### config.mk
export PLATFORM = sky130hd
export DESIGN_NAME = cms_pix28_scan_capture
export DESIGN_NICKNAME = d
export VERILOG_FILES = /design/src/rtl/cms_pix28_scan_capture.sv
export SDC_FILE = /design/constraint.sdc
export NUM_CORES = 2
export LEC_CHECK = 0
export CAP_MARGIN = 5
export CORE_MARGIN = 4
export CORE_UTILIZATION = 40
export DETAILED_ROUTE_END_ITERATION = 7
export RECOVER_POWER = 50
export SYNTH_ARGS = -nofsm -noshare
export SYNTH_HDL_FRONTEND = slang
export SYNTH_SLANG_ARGS = --single-unit
### constraint.sdc
create_clock -name fw_axi_clk -period 2.54 [get_ports fw_axi_clk]
set_clock_uncertainty 0.2 [all_clocks]
set_input_delay 0.381 -clock fw_axi_clk [delete_from_list [all_inputs] [get_ports fw_axi_clk]]
set_output_delay 0.381 -clock fw_axi_clk [all_outputs]
set_load 0.05 [all_outputs]
### src/rtl/cms_pix28_scan_capture.sv
// Scan-chain capture: samples the ASIC scan_out a programmable delay after each shift-clock
// strobe into a 768-bit image and serves it as 24 x 32-bit words. Optional macro: CMS_PIX28_SCAN_CAPTURE_ONES_CNT_EN.
module cms_pix28_scan_capture #(
  parameter int unsigned SCAN_BITS = 768,
  parameter int unsigned WORD_W    = 32,
  parameter int unsigned DLY_W     = 6
) (
  input  logic              fw_axi_clk,
  input  logic              fw_rst_n,
  input  logic              cap_start,
  input  logic [DLY_W-1:0]  cap_sample_dly,
  input  logic              bxclk_rise,
  input  logic              scan_out,
  output logic              cap_busy,
  output logic              cap_done,
  output logic              cap_overrun,
  input  logic              rd_req,
  input  logic [3:0]        rd_op_code,
  input  logic [3:0]        rd_word_idx,
  output logic              rd_ack,
  output logic [WORD_W-1:0] rd_data,
  output logic              rd_err
);

  localparam int unsigned CNT_W      = 10;
  localparam int unsigned SEL_W      = 5;
  localparam int unsigned HALF_WORDS = 12;
  localparam int unsigned LAST_BIT   = SCAN_BITS - 1;

  typedef enum logic [1:0] {IDLE, WAIT_EDGE, DELAY, DONE} state_e;

  state_e             state_q, state_d;
  logic [CNT_W-1:0]   bit_cnt_q, bit_cnt_d;
  logic [DLY_W-1:0]   dly_q, dly_d;
  logic [DLY_W-1:0]   dly_cnt_q, dly_cnt_d;
  logic               overrun_q, overrun_d;
  logic               busy_q, busy_d;
  logic               done_q, done_d;
  logic               store_en;
  logic [SCAN_BITS-1:0] cap_mem_q;

  logic               rd_ack_q;
  logic [WORD_W-1:0]  rd_data_q, rd_data_d;
  logic               rd_err_q, rd_err_d;
  logic               word_ok;
  logic               ones_sel;
  logic [SEL_W-1:0]   word_sel;
  logic [CNT_W-1:0]   rd_base;

  // Capture FSM next-state; cap_start restarts from any state and drops a pending sample
  always_comb begin
    state_d   = state_q;
    bit_cnt_d = bit_cnt_q;
    dly_d     = dly_q;
    dly_cnt_d = dly_cnt_q;
    overrun_d = overrun_q;
    store_en  = 1'b0;

    case (state_q)
      WAIT_EDGE: begin
        if (bxclk_rise) begin
          if (dly_q == '0) begin
            store_en = 1'b1;
          end else begin
            dly_cnt_d = dly_q;
            state_d   = DELAY;
          end
        end
      end
      DELAY: begin
        dly_cnt_d = dly_cnt_q - DLY_W'(1);
        if (bxclk_rise) overrun_d = 1'b1;
        if (dly_cnt_q == DLY_W'(1)) store_en = 1'b1;
      end
      DONE:    state_d = IDLE;
      default: ;
    endcase

    if (store_en) begin
      if (bit_cnt_q != '1) bit_cnt_d = bit_cnt_q + CNT_W'(1);
      state_d = (bit_cnt_q == CNT_W'(LAST_BIT)) ? DONE : WAIT_EDGE;
    end

    if (cap_start) begin
      state_d   = WAIT_EDGE;
      bit_cnt_d = '0;
      dly_d     = cap_sample_dly;
      dly_cnt_d = '0;
      overrun_d = 1'b0;
      store_en  = 1'b0;
    end

    busy_d = (state_d != IDLE);
    done_d = (state_d == DONE);
  end

  always_ff @(posedge fw_axi_clk or negedge fw_rst_n) begin
    if (!fw_rst_n) begin
      state_q   <= IDLE;
      bit_cnt_q <= '0;
      dly_q     <= '0;
      dly_cnt_q <= '0;
      overrun_q <= 1'b0;
      busy_q    <= 1'b0;
      done_q    <= 1'b0;
    end else begin
      state_q   <= state_d;
      bit_cnt_q <= bit_cnt_d;
      dly_q     <= dly_d;
      dly_cnt_q <= dly_cnt_d;
      overrun_q <= overrun_d;
      busy_q    <= busy_d;
      done_q    <= done_d;
    end
  end

  always_ff @(posedge fw_axi_clk or negedge fw_rst_n) begin
    if (!fw_rst_n) begin
      cap_mem_q <= '0;
    end else if (store_en) begin
      cap_mem_q[bit_cnt_q] <= scan_out;
    end
  end

`ifdef CMS_PIX28_SCAN_CAPTURE_ONES_CNT_EN
  logic [CNT_W-1:0] ones_cnt_q, ones_cnt_d;

  always_comb begin
    ones_cnt_d = ones_cnt_q + CNT_W'(store_en & scan_out);
    if (cap_start) ones_cnt_d = '0;
  end

  always_ff @(posedge fw_axi_clk or negedge fw_rst_n) begin
    if (!fw_rst_n) ones_cnt_q <= '0;
    else           ones_cnt_q <= ones_cnt_d;
  end
`endif

  // Read decode: 4'hC -> words 0..11, 4'hD -> words 12..23; anything else is an error
  always_comb begin
    word_ok   = 1'b0;
    ones_sel  = 1'b0;
    word_sel  = '0;
    rd_data_d = rd_data_q;
    rd_err_d  = rd_err_q;

    case (rd_op_code)
      4'hC: begin
        if (rd_word_idx < 4'(HALF_WORDS)) begin
          word_ok  = 1'b1;
          word_sel = SEL_W'(rd_word_idx);
        end
      end
      4'hD: begin
        if (rd_word_idx < 4'(HALF_WORDS)) begin
          word_ok  = 1'b1;
          word_sel = SEL_W'(rd_word_idx) + SEL_W'(HALF_WORDS);
        end
`ifdef CMS_PIX28_SCAN_CAPTURE_ONES_CNT_EN
        else if (rd_word_idx == 4'(HALF_WORDS)) begin
          ones_sel = 1'b1;
        end
`endif
      end
      default: ;
    endcase

    rd_base = CNT_W'(32'(word_sel) * WORD_W);

    if (rd_req) begin
      rd_err_d = !(word_ok || ones_sel);
      if (word_ok) begin
        rd_data_d = cap_mem_q[rd_base +: WORD_W];
      end else begin
        rd_data_d = '0;
`ifdef CMS_PIX28_SCAN_CAPTURE_ONES_CNT_EN
        if (ones_sel) rd_data_d = WORD_W'(ones_cnt_q);
`endif
      end
    end
  end

  always_ff @(posedge fw_axi_clk or negedge fw_rst_n) begin
    if (!fw_rst_n) begin
      rd_ack_q  <= 1'b0;
      rd_data_q <= '0;
      rd_err_q  <= 1'b0;
    end else begin
      rd_ack_q  <= rd_req;
      rd_data_q <= rd_data_d;
      rd_err_q  <= rd_err_d;
    end
  end

  assign cap_busy    = busy_q;
  assign cap_done    = done_q;
  assign cap_overrun = overrun_q;
  assign rd_ack      = rd_ack_q;
  assign rd_data     = rd_data_q;
  assign rd_err      = rd_err_q;

endmodule

==> impl_metrics.csv <==
group,metric,value,unit
critical_path,crit_chain,"nor4_4 > buf_4 > nor4b_4 > buf_4 > o2111ai_4 > clkbuf_16 > buf_6 > nor2_4 > buf_12 > clkbuf_16 > nand3_2 > nand2_1",
yosys,yosysUniqueCellTypes,66,
clock_tree,clkSlewWorstSetupHoldPaths,0.06,ns
timing,max_slew_margin,17.39,%
yosys,ys_seq_elements,829,
finish,postLayoutCellArea,0.05603,mm^2
placement,dp_hpwl,108.6,mm
yosys,synth_top_family_by_area,"simple AND/OR/NAND/NOR gates",
timing,fmax,0.3664,GHz
yosys,ys_seq_area_share,49.72,%
placement,port_buffers,56,
critical_path,crit_fanout,7,
yosys,synth_enable_flop_cells,0,
yosys,synth_xor_area_share,0.1470,%
global_route,grt_max_degree,109,
floorplanning,boundaryPins,57,
finish,drive_gt1_share,26.38,%
critical_path,path_delay_family,"buffers and inverters",
global_route,antenna_found_initial,12,
global_route,busiest_layer,"met2",
placement,place_area,0.04789,mm^2
timing,period_share,107.4,%
clock_tree,cts.sinks,829,
yosys,syn_inst,4782,
floorplanning,start_util,40.31,%
yosys,synth_fp_nets,4815,
timing,hold_ws,0.07405,ns
timing,worst_slew_pin_slew,1.239,ns
critical_path,critPathRequiredTime,2.97,ns
yosys,synth_area,0.04172,mm^2
drt,drt_wl_total,197.1,mm
drt,detail-route-antenna-nets,0,
placement,dp_slack,-0.8795,ns
yosys,synth-main-ff-cell,"dfrtp_1",
global_route,use_met3,9.258,%
timing,slew_viol_final,0,
critical_path,endpoint_kind,"register",
timing,hold_viol_final,0,
drt,drtPass1Iterations,8,
clock_tree,clock_latency,0.70,ns
global_route,use_met1,44.25,%
clock_tree,cts-buffers-inserted,94,
yosys,ys_warn_count,0,
critical_path,cp.arrival,3.15,ns
global_route,grt_pass1_wl,270.6,mm
floorplanning,dieArea,0.1095,mm^2
run,maxCapViolCount,0,
status,outcome,"finished with violations",
floorplanning,die_w,331.0,um
status,violations,"design-rule violations, negative setup slack",
drt,drt_iter0_drc,6792,
clock_tree,cts_tree,"done",
min_path,hp-class,"primary input to register",
critical_path,critPathLaunchType,"register",
finish,syn_to_final_growth,34.31,%
placement,gp_congestion,0.9429,
critical_path,crit_slowest_cell,"dfrtp_1",
drt,routed-via-count,42587,
timing,post-route-min-period,2.729,ns
power,powerDensity,520.7,mW/mm^2
finish,nets,5054,
critical_path,max_stage_delay,0.40,ns
floorplanning,rows,118,
floorplanning,core-area,0.1035,mm^2
global_route,overflow,0,
power,power_leakage,0.02664,uW
clock_tree,cts_buffer_depth,3,
yosys,synthMuxAreaShare,5.650,%
yosys,synth-simple-area-share,21.13,%
drt,drc,27,
global_route,grt_pass1_vias,39549,
finish,utilization,54.14,%
timing,worst_slack,-0.1889,ns
clock_tree,root_buffer,"clkbuf_16",
global_route,grt_use_met2,48.46,%
floorplanning,die_y,331.0,um
power,vdd_drop_max,499.5,uV
timing,rsz0062_at_grt,"true",
critical_path,cp_num_buf_inv,6,
global_route,grt_usage,33.20,%
clock_tree,htreeDepth,3,
drt,avgViaCountPerCell,6.569,
drt,wire_per_inst,30.40,um
critical_path,critPathKind,"register to register",
critical_path,rrSetupSlack,-0.19,ns
yosys,syn_area_per_cell,8.724,um^2
yosys,synth_compound_area_share,17.73,%
yosys,yosys.area_share.adder,0.3899,%
yosys,async_flop_share,100.0,%
timing,setup_viol,599,
-- report_power, final --
part / leakage [uW] / switching [uW] / internal [uW] / total [uW]
Combinational: 0.0136 / 1250 / 567 / 1820
Clock: 0.00153 / 5920 / 8140 / 14100
Sequential: 0.0116 / 42.1 / 13300 / 13300
-- Yosys cell counts (all sizes together) (56+ instances only) --
cell type / instances / area share, %
buf: 144 / 1.7
nand2: 924 / 8.3
nor2: 77 / 0.69
mux2i: 132 / 3.2
and3: 59 / 0.88
a211oi: 139 / 2.5
nand3: 747 / 9.0
dfrtp: 829 / 50
a21oi: 83 / 1.0
o21ai: 763 / 9.2
mux2: 70 / 1.9
clkbuf: 371 / 3.3
a22oi: 56 / 1.0
a221oi: 65 / 1.4
-- placed cells by master, fill, tap and decap left out, drive strengths merged, types with 15 or more instances in the layout --
master,n
dfrtp,829
mux2,70
a221oi,65
a31oi,21
mux2i,132
o2111ai,17
a2111oi,46
nor3,36
clkbuf,194
a211oi,139
and3,59
o21ai,763
nand2,924
a21oi,83
nor2,77
o2bb2ai,15
a22oi,56
clkdlybuf4s50,38
clkinv,15
nor2b,46
inv,17
nand3,747
buf,553
-- stage by stage --
stage,TNS [ns],cells,total power (uW)
floorplan,0,4782,14240
global placement,-189.75,6168,15180
detailed placement,-208.51,6168,15190
CTS,-19.44,6414,29150
global route,-119.25,6475,29920
finish,-40.39,6483,29180
-- area by class of cell --
cell class	instances	area (um^2)
clock inverters	23	329.1
fillers	8858	47460
well taps	1380	1727
repair buffers	658	8851
inverters	15	56.30
multi-input cells	3423	21520
clock buffers	146	2788
diodes	9	22.52
flip-flops and latches	829	20740
-- worst register-to-register path, cell delays in order (launching register included) --
cell and delay [ns]:
dfrtp_1 0.40, nor4_4 0.32, buf_4 0.16, nor4b_4 0.20, buf_4 0.20, o2111ai_4 0.12, clkbuf_16 0.22, buf_6 0.13
nor2_4 0.15, buf_12 0.17, clkbuf_16 0.22, nand3_2 0.08, nand2_1 0.09
-- layer usage --
layer / vias to the layer above / wire [um]
li1: 17560 / -
met1: 21024 / 73020
met2: 3140 / 81800
met3: 853 / 26020
met4: 10 / 16030
met5: - / 215
-- logic make-up after synthesis --
logic type | count (synthesis)
and+or+nand+nor | 1952
xor gates and xnor gates | 7
DFF | 829
muxes | 213
buffers and inverters | 530
AOI/OAI and AO/OA | 1238
adders and majority gates | 13
-- worst paths after layout --
| path | startpoint | to | depth (start not counted) |
|---|---|---|---|
| setup / recovery | dly_q[3] | cap_mem_q[284] | 12 |
| hold / removal | cap_sample_dly[0] | dly_q[0] | 3 |
| setup reg to reg | dly_q[3] | cap_mem_q[284] | 12 |
| hold reg to reg | cap_mem_q[27] | cap_mem_q[27] | 2 |
| max in group asynchronous | fw_rst_n | cap_mem_q[714] | 4 |
| min in group asynchronous | fw_rst_n | cap_mem_q[406] | 2 |
-- flip-flops by register name, summed over array words and instances, names as in the netlist --
signal and cells:
dly_cnt_q 6, cap_mem_q 768, cap_busy 1, state_q 2, rd_data 32, cap_done 1, cap_overrun 1, bit_cnt_q 10
rd_ack 1, dly_q 6, rd_err 1
-- timing repair --
item | in CTS | in global routing
setup buffers | 46 | 36
gates resized for setup | 262 | 630
hold buffers | 3 | 0
setup endpoints to repair | 767 | 783
gates cloned | 30 | 38
endpoints found under the hold margin | 760 | 0
pin swaps | 47 | 241
No activity file was read; power rests on OpenSTA's default activity.
